$ cat config.mk
export PLATFORM = sky130hd
export DESIGN_NAME = alu_sequencer
export DESIGN_NICKNAME = d
export VERILOG_FILES = /design/src/rtl/alu_sequencer.sv
export SDC_FILE = /design/constraint.sdc
export NUM_CORES = 1
export LEC_CHECK = 0
export ABC_AREA = 1
export CAP_MARGIN = 20
export CORE_ASPECT_RATIO = 1.5
export CORE_UTILIZATION = 57
export DETAILED_ROUTE_END_ITERATION = 10
export GPL_TIMING_DRIVEN = 0
export PLACE_DENSITY = 0.85
export SLEW_MARGIN = 25
export SYNTH_ARGS = -nofsm -noshare
export SYNTH_HDL_FRONTEND = slang
export SYNTH_SLANG_ARGS = --single-unit
$ cat constraint.sdc
create_clock -name CLK -period 3.2 [get_ports CLK]
set_input_delay 0.96 -clock CLK [delete_from_list [all_inputs] [get_ports CLK]]
set_output_delay 0.96 -clock CLK [all_outputs]
set_load 0.01 [all_outputs]
$ cat src/rtl/alu_sequencer.sv
// Multi-cycle controller for the operand-B mux and ALU: latches a request, steers the mux,
// runs the ALU for EXEC_CYCLES cycles and holds the result until the consumer takes it.
module alu_sequencer #(
  parameter int WIDTH       = 8,
  parameter int EXEC_CYCLES = 1
) (
  input  logic             CLK,
  input  logic             RESET,
  input  logic             IN_VALID,
  output logic             IN_READY,
  input  logic [2:0]       OPCODE,
  input  logic             IMM_SEL,
  input  logic [WIDTH-1:0] DATA1,
  input  logic [WIDTH-1:0] DATA2,
  input  logic [WIDTH-1:0] IMM,
  output logic             OUT_VALID,
  input  logic             OUT_READY,
  output logic [WIDTH-1:0] RESULT,
  output logic             CARRY,
  output logic             ZERO,
  output logic             ERR,
  output logic             MUX_SEL,
  output logic [2:0]       ALU_SEL,
  output logic             BUSY
);

  localparam logic [1:0] StIdle = 2'd0;
  localparam logic [1:0] StLoad = 2'd1;
  localparam logic [1:0] StExec = 2'd2;
  localparam logic [1:0] StDone = 2'd3;

  localparam int         ExecEff = (EXEC_CYCLES < 1) ? 1 : EXEC_CYCLES;
  localparam logic [3:0] CntLoad = 4'(ExecEff - 1);

  logic [1:0]       state_q, state_d;
  logic [3:0]       cnt_q, cnt_d;
  logic [WIDTH-1:0] a_q, a_d;
  logic [WIDTH-1:0] data2_q, data2_d;
  logic [WIDTH-1:0] imm_q, imm_d;
  logic [WIDTH-1:0] b_q, b_d;
  logic [2:0]       op_q, op_d;
  logic             imm_sel_q, imm_sel_d;
  logic [WIDTH-1:0] result_q, result_d;
  logic             carry_q, carry_d;
  logic             zero_q, zero_d;
  logic             err_q, err_d;

  logic [WIDTH:0]   sum;
  logic [WIDTH-1:0] alu_res;
  logic             alu_carry;
  logic             alu_err;
  logic             alu_zero;

  always_comb begin
    sum       = {1'b0, a_q} + {1'b0, b_q};
    alu_res   = '0;
    alu_carry = 1'b0;
    alu_err   = 1'b0;
    case (op_q)
      3'd0: alu_res = b_q;
      3'd1: begin
        alu_res   = sum[WIDTH-1:0];
        alu_carry = sum[WIDTH];
      end
      3'd2: alu_res = a_q & b_q;
      3'd3: alu_res = a_q | b_q;
      default: alu_err = 1'b1;
    endcase
    alu_zero = !alu_err && (alu_res == '0);
  end

  always_comb begin
    state_d   = state_q;
    cnt_d     = cnt_q;
    a_d       = a_q;
    data2_d   = data2_q;
    imm_d     = imm_q;
    b_d       = b_q;
    op_d      = op_q;
    imm_sel_d = imm_sel_q;
    result_d  = result_q;
    carry_d   = carry_q;
    zero_d    = zero_q;
    err_d     = err_q;
    case (state_q)
      StIdle: begin
        if (IN_VALID) begin
          a_d       = DATA1;
          data2_d   = DATA2;
          imm_d     = IMM;
          op_d      = OPCODE;
          imm_sel_d = IMM_SEL;
          state_d   = StLoad;
        end
      end
      StLoad: begin
        b_d     = imm_sel_q ? imm_q : data2_q;
        cnt_d   = CntLoad;
        state_d = StExec;
      end
      StExec: begin
        if (cnt_q == 4'd0) begin
          result_d = alu_res;
          carry_d  = alu_carry;
          zero_d   = alu_zero;
          err_d    = alu_err;
          state_d  = StDone;
        end else begin
          cnt_d = cnt_q - 4'd1;
        end
      end
      default: begin
        if (OUT_READY) state_d = StIdle;
      end
    endcase
  end

  always_ff @(posedge CLK or posedge RESET) begin
    if (RESET) begin
      state_q   <= StIdle;
      cnt_q     <= '0;
      a_q       <= '0;
      data2_q   <= '0;
      imm_q     <= '0;
      b_q       <= '0;
      op_q      <= '0;
      imm_sel_q <= 1'b0;
      result_q  <= '0;
      carry_q   <= 1'b0;
      zero_q    <= 1'b0;
      err_q     <= 1'b0;
    end else begin
      state_q   <= state_d;
      cnt_q     <= cnt_d;
      a_q       <= a_d;
      data2_q   <= data2_d;
      imm_q     <= imm_d;
      b_q       <= b_d;
      op_q      <= op_d;
      imm_sel_q <= imm_sel_d;
      result_q  <= result_d;
      carry_q   <= carry_d;
      zero_q    <= zero_d;
      err_q     <= err_d;
    end
  end

  // IN_READY is gated by RESET so it reads 0 for the whole reset window.
  assign IN_READY  = (state_q == StIdle) && !RESET;
  assign OUT_VALID = (state_q == StDone);
  assign BUSY      = (state_q != StIdle);
  assign MUX_SEL   = BUSY ? imm_sel_q : 1'b0;
  assign ALU_SEL   = BUSY ? op_q : 3'd0;
  assign RESULT    = result_q;
  assign CARRY     = carry_q;
  assign ZERO      = zero_q;
  assign ERR       = err_q;

endmodule

==> results.txt, run 1 <==
WL/cell - 12.71 um
CP max stage cell - clkdlybuf4s50_1
Status - finished, final reports clean
DP HPWL - 4628 um
DR vias - 2471
Commonest non-fill, non-tap cells in the layout - nand2_1, dfrtp_1, clkdlybuf4s50_1, inv_1, nor2_1
Crit start category - primary input
Cells after Synth - 345
Syn_area_per_cell - 8.592 um^2
Fin. Hold Viols - 0
Unrepaired setup endpoints after global routing - false
GRT Resource Usage Total - 25.18%
Core ar. - 4926 um^2
Combinational share of power - 55.7%
Crit path cell chain - clkdlybuf4s50_1 -> nor2_1 -> clkdlybuf4s50_1
Non-filler instance count after layout - 468
CTS clock-pin slew for the worst setup and hold paths - 0.10 ns
Switch Pwr - 1.552 mW
DRC errors left - 0
Vias in the first global route - 2486
Setup Crit Path Kind - primary input to primary output
IO Port Bufs - 49
Drt total wl - 5946 um
Num ports - 50
CTS Sinks - 53
M1 wire length - 2346 um
Clock Root Buffer - clkbuf_8
Sequential share of power - 33.3%
Sequential area share after synthesis - 44.74%
Worst Tran Pin Value - 0.6251 ns
Worst min-delay path class - register to register
Worst path arrival time - 2.08 ns
Worst-Skew Late Latency - 0.31 ns
Library cells used by synthesis - 27
Syn-to-layout area delta - 22.58%
Post-synthesis mux area share - 6.079%
Tmin final - 3.042 ns
Net Count, Synth - 401
Pint - 2.004 mW
Max Clock Skew - 0.003717 ns
CTS tree - yes
Most common cell after layout, fill and taps aside - nand2_1
Crit. End Element - primary output
Largest family of logic cells by synthesized area - simple AND/OR/NAND/NOR gates
H-Tree Depth - 2
Most frequent CP cell - clkdlybuf4s50_1
Die area - 5499 um^2
Synth Warn # - 0
CP Max Fanout - 2
Relative slew slack - 58.32%
Max VDD drop - 511.9 uV
WP data required - 2.24 ns
XOR/XNOR share of the synthesized area - 0.2955%
Dpl cells - 460
Seq cells post-synth - 53
DR top layer - met4
Ant diodes - 0
Setup Buffers After CTS - 0
Pin count of the biggest net entering global routing - 54
Fill cells - 404
Post-Synth Adder-Cell Area - 10.38%
Final Max Slew Viols - 0
Synth Area in Compound Gates - 11.27%
ANT nets after route - 0
Final setup vio count - 0
Cell Pwr Density - 978.5 nW/um^2
Initial DRC count - 90
Die width - 60.88 um
1st-pass router iterations - 4
Post-Synth Simple-Gate Area - 19.38%
GRT Residual Overflow - 0
Final Net Count - 457
CTS max path bufs - 2
Mapped cell area - 2964 um^2
Slowest stage delay, CP - 0.54 ns
First-pass GRT wire length - 10610 um
CTS buffer count - 5
Switch share - 43.64%
Via/cell ratio - 5.280
Die Y - 90.32 um
Clock group share of total power - 11.0%
Crit share post-route - 95.07%
GPL Wtd Cong - 0.9200
Max Freq - 0.3287 GHz
Std cell rows - 31
Layout cells sized above 1 - 11.19%
Starting density of the core - 60.17%
Max_cap viols - 0
DR WL met2 - 3279 um
Leak - 1.773 nW
Post-CTS resize count - 0
Initial antenna violation count - 0
Hold-fix buffers at CTS - 0
Met3 WL - 161 um
Setup TNS - 0 ns
==> cells by family (layout without fill, tap and decap cells) <==
kind of cell	Yosys count	count (layout)
xor+xnor	1	1
fa+ha+maj	24	24
compound gates	63	63
mux	16	16
buf+inv	59	116
flops	53	53
simple gates	129	129
==> cell type report <==
cell class	count	area, um^2	area share (%)
buffer	6	33.78	0.9298
clock buffer	5	68.82	1.894
clock inverter	3	25.02	0.6887
inverter	53	201.4	5.544
multi-input combinational	233	1405	38.67
sequential	53	1326	36.50
tap	66	82.58	2.273
timing repair buffer	49	490.5	13.50
==> registers in the layout, summed over array words and instances (netlist names) <==
signal,count
CARRY,1
ERR,1
RESULT,8
ZERO,1
a_q,8
b_q,8
cnt_q,4
data2_q,8
imm_q,8
imm_sel_q,1
op_q,3
state_q,2
==> critical path: cells and delay by family <==
kind / cells / cell delay, ns
buf+inv: 2 / 1.00
simple gates: 1 / 0.12
==> synth_stat cells <==
| cell | instances | area, um^2 |
|---|---|---|
| nor2_1 | 36 | 135.1 |
| inv_1 | 47 | 176.4 |
| nand3_1 | 16 | 80.08 |
| dfrtp_1 | 53 | 1326 |
| buf_2 | 3 | 15.01 |
| mux2_2 | 16 | 180.2 |
| inv_2 | 5 | 18.77 |
| clkinv_1 | 1 | 3.750 |
| o22ai_1 | 14 | 87.58 |
| or2_1 | 2 | 12.51 |
| nor3_1 | 1 | 5.000 |
| nand3_2 | 2 | 20.02 |
| xor2_1 | 1 | 8.760 |
| nand3b_1 | 3 | 22.52 |
| buf_6 | 1 | 11.26 |
| o21ai_0 | 21 | 105.1 |
| nand2_1 | 60 | 225.2 |
| nand4_2 | 2 | 25.02 |
| nand2_2 | 3 | 18.77 |
| fa_1 | 1 | 20.02 |
| clkbuf_1 | 2 | 7.510 |
| a21oi_1 | 24 | 120.1 |
| nor2_4 | 1 | 11.26 |
| ha_1 | 23 | 287.8 |
| a31oi_1 | 1 | 6.260 |
| nor2_2 | 3 | 18.77 |
| o21ai_1 | 3 | 15.01 |
==> per-stage QoR <==
step	power [mW]	cell area (um^2)	worst slack [ns]	utilization, %	hold WS (ns)
finish	3.555	3633	0.1577	73.76	0.4828
CTS	3.567	3633	0.1550	73.76	0.4903
floorplan	2.561	2964	0.9538	-	0.4585
detailed placement	3.160	3540	0.1669	71.86	0.4642
global route	3.898	3633	0.08078	73.76	0.5149
global placement	3.060	3537	-0.002079	71.81	0.4612
==> path summary, 6_finish.rpt <==
path / endpoint / from / cells after the start / slack (ns)
setup reg to reg: ZERO / b_q[0] / 14 / 1.23
hold reg to reg: RESULT[6] / RESULT[6] / 2 / 0.48
hold / removal: RESULT[6] / RESULT[6] / 2 / 0.48
setup / recovery: IN_READY / RESET / 3 / 0.16
min in group asynchronous: op_q[0] / RESET / 2 / 1.11
max in group asynchronous: b_q[7] / RESET / 2 / 1.68
==> power by group through the flow <==
stage	combinational [mW]	sequential [mW]	clock, mW
after CTS	1.98	1.19	0.402
after detailed placement	1.96	1.20	0
after global routing	2.24	1.23	0.426
after global placement	1.88	1.18	0
after floorplan	1.38	1.18	0
final	1.98	1.19	0.391
==> per-layer routing <==
layer / GRT usage, % / vias to the layer above
li1: - / 1229
met1: 28.79 / 1164
met2: 45.24 / 63
met3: 3.438 / 15
met4: 9.659 / 0
met5: 0 / -
Note: power is estimated with default switching activity, not from simulation.
==> run 2: changes to the inputs <==
CTS_CLUSTER_DIAMETER = 60   (was unset)
==> results of run 2 <==
No change in the layout: final DEF, timing and power equal those of run 1.
==> run 3: changes to the inputs <==
MAX_ROUTING_LAYER = met4   (was unset)
SETUP_SLACK_MARGIN = 0.5   (was unset)
==> run 3 against run 2 <==
  * Setup slack improved by 0.43 ns
  * Wire length rose by 1.7%
  * Global-route usage rose by 0.18 points
  * Die area did not move
  * Hold slack barely moved
  * Sequential power barely moved
  * Count of clock-buffer cells in the layout did not move
  * Core utilization rose by 1.1 points
  * First-iteration DRC count rose by 36%
  * Via count fell by 0.40%
  * Critical endpoint is now BUSY
  * Highest routed layer unchanged
==> results.txt, run 3 (synthesis gave the netlist of run 1 again) <==
Status - finished, final reports clean
CTS buffer count - 5 (unchanged)
Die width - 60.88 um (unchanged)
GRT Resource Usage Total - 25.36% (+0.18 points)
Final Max Slew Viols - 0 (unchanged)
Num ports - 50 (unchanged)
Switch Pwr - 1.554 mW (+0.12%)
Placement-stage cell area - 3540 um^2 (unchanged)
CTS max path bufs - 2 (unchanged)
Cell Pwr Density - 1008 nW/um^2 (+3.0%)
CTS clock-pin slew for the worst setup and hold paths - 0.09 ns (about the same)
Via/cell ratio - 5.236 (-0.83%)
Die Y - 90.32 um (unchanged)
Max Clock Skew - 0.004331 ns (+0.0006141 ns)
Relative slew slack - 57.77% (-0.55 points)
1st-pass router iterations - 4 (unchanged)
Die area - 5499 um^2 (unchanged)
WP data required - 2.24 ns (about the same)
Worst-Skew Late Latency - 0.31 ns (about the same)
Setup Crit Path Kind - register to primary output
Max VDD drop - 542.4 uV (+6.0%)
Pint - 2.164 mW (+8.0%)
Crit share post-route - 81.75% (-13 points)
Ant diodes - 0 (unchanged)
Hold-fix buffers at CTS - 0 (unchanged)
Syn-to-layout area delta - 24.44%
ANT nets after route - 0 (unchanged)
Post-route cell area - 3689 um^2 (+1.5%)
Initial antenna violation count - 0 (unchanged)
Sequential share of power - 31.7% (-1.6 points)
Max_cap viols - 0 (unchanged)
Setup TNS - 0 ns (unchanged)
Switch share - 41.79% (-1.9 points)
H-Tree Depth - 2 (unchanged)
Combinational share of power - 54.0% (-1.7 points)
Max Freq - 0.3823 GHz (+16%)
First-pass GRT wire length - 10360 um (-2.3%)
DRC errors left - 0 (unchanged)
CTS Sinks - 53 (unchanged)
Worst hold path depth - 2 (unchanged)
Final setup vio count - 0 (unchanged)
DR vias - 2461 (-0.40%)
CP Max Fanout - 6 (+4)
Final Net Count - 459 (+0.44%)
Tmin final - 2.616 ns (-0.4264 ns)
IO Port Bufs - 49 (unchanged)
Unrepaired setup endpoints after global routing - false
Crit start category - register
Drt total wl - 6049 um (+1.7%)
Layout cells sized above 1 - 12.13% (+0.93 points)
Vias in the first global route - 2465 (-0.84%)
Commonest non-fill, non-tap cells in the layout - nand2_1, dfrtp_1, inv_1, clkdlybuf4s50_1, nor2_1
CTS tree - yes
Final Worst Setup Slack - 0.5842 ns (+0.4264 ns)
Leak - 1.814 nW (+2.3%)
Worst Tran Pin Value - 0.6334 ns (+0.008304 ns)
R2R cell count - 14 (unchanged)
Pre-CTS WS - 0.1597 ns (-0.007239 ns)
GPL Wtd Cong - 0.9629 (+4.7%)
Worst path arrival time - 1.66 ns (-0.42 ns)
Starting density of the core - 60.17% (unchanged)
Pin count of the biggest net entering global routing - 54 (unchanged)
DP HPWL - 4584 um (-0.94%)
GRT Residual Overflow - 0 (unchanged)
Core ar. - 4926 um^2 (unchanged)
Std cell rows - 31 (unchanged)
Initial DRC count - 122 (+36%)
Worst min-delay path class - register to register
Crit. End Element - primary output
WL/cell - 12.87 um (+1.3%)
Clock group share of total power - 14.3% (+3.3 points)
Most common cell after layout, fill and taps aside - nand2_1
Clock Root Buffer - clkbuf_8
Fin. Hold Viols - 0 (unchanged)
-- run 3: cell count changes in the layout (fill, tap and decap cells not counted), sizes merged --
cell,delta
clkinv,+1
buf,+2
inv,-2
clkinvlp,-1
clkdlybuf4s50,-3
dlygate4sd2,+3
bufinv,+2
-- run 3: cell type report --
| type | count | area (um^2) |
|---|---|---|
| Fill cell | 392 | 1237 |
| Sequential cell | 53 | 1326 |
| Multi-Input combinational cell | 233 | 1408 |
| Clock buffer | 5 | 68.82 |
| Timing Repair Buffer | 51 | 501.7 |
| Inverter | 53 | 202.7 |
| Clock inverter | 3 | 65.06 |
| Tap cell | 66 | 82.58 |
| Buffer | 6 | 33.78 |
-- run 3: timing repair --
action,CTS,global route
buffers inserted,2,0
endpoints found under the setup margin,6,4
resized for setup,4,1
-- run 3: per-stage QoR --
step	utilization [%]	hold WS [ns]	total power, mW	instances
6_report	74.88	0.4826	3.717	470
5_1_grt	74.88	0.5179	4.042	470
4_1_cts	74.83	0.4891	3.706	470
3_5_place_dp	71.86	0.4641	3.151	460
3_3_place_gp	71.81	0.4612	3.063	460
2_1_floorplan	-	0.4585	2.561	345
-- run 3: final timing paths --
| check | start | end | slack [ns] |
|---|---|---|---|
| worst min-delay path | RESULT[6] | RESULT[6] | 0.48 |
| min in group asynchronous | RESET | cnt_q[1] | 0.90 |
| max in group asynchronous | RESET | b_q[1] | 1.87 |
| worst max-delay path | state_q[0] | BUSY | 0.58 |
| worst max register to register | b_q[0] | ZERO | 1.26 |
| worst min register to register | RESULT[6] | RESULT[6] | 0.48 |
-- run 3: power by group through the flow --
stage / combinational (mW) / clock [mW] / sequential [mW]
final: 2.01 / 0.532 / 1.18
after global routing: 2.26 / 0.562 / 1.22
after CTS: 1.99 / 0.538 / 1.18
after detailed placement: 1.95 / 0 / 1.20
after global placement: 1.88 / 0 / 1.18
after floorplan: 1.38 / 0 / 1.18
-- run 3: per-layer routing --
layer	vias to the layer above	GRT usage, %	wire length, um
met1	1169	28.01	2454
met2	50	43.50	3361
met4	0	10.42	63
met5	-	-	0
li1	1235	-	-
met3	7	4.298	169
-- run 3: worst max-delay path: stages (launching register included) --
cell             delay, ns
dfrtp_1               0.36
inv_1                 0.08
ha_2                  0.23
inv_1                 0.12
clkdlybuf4s50_1       0.55
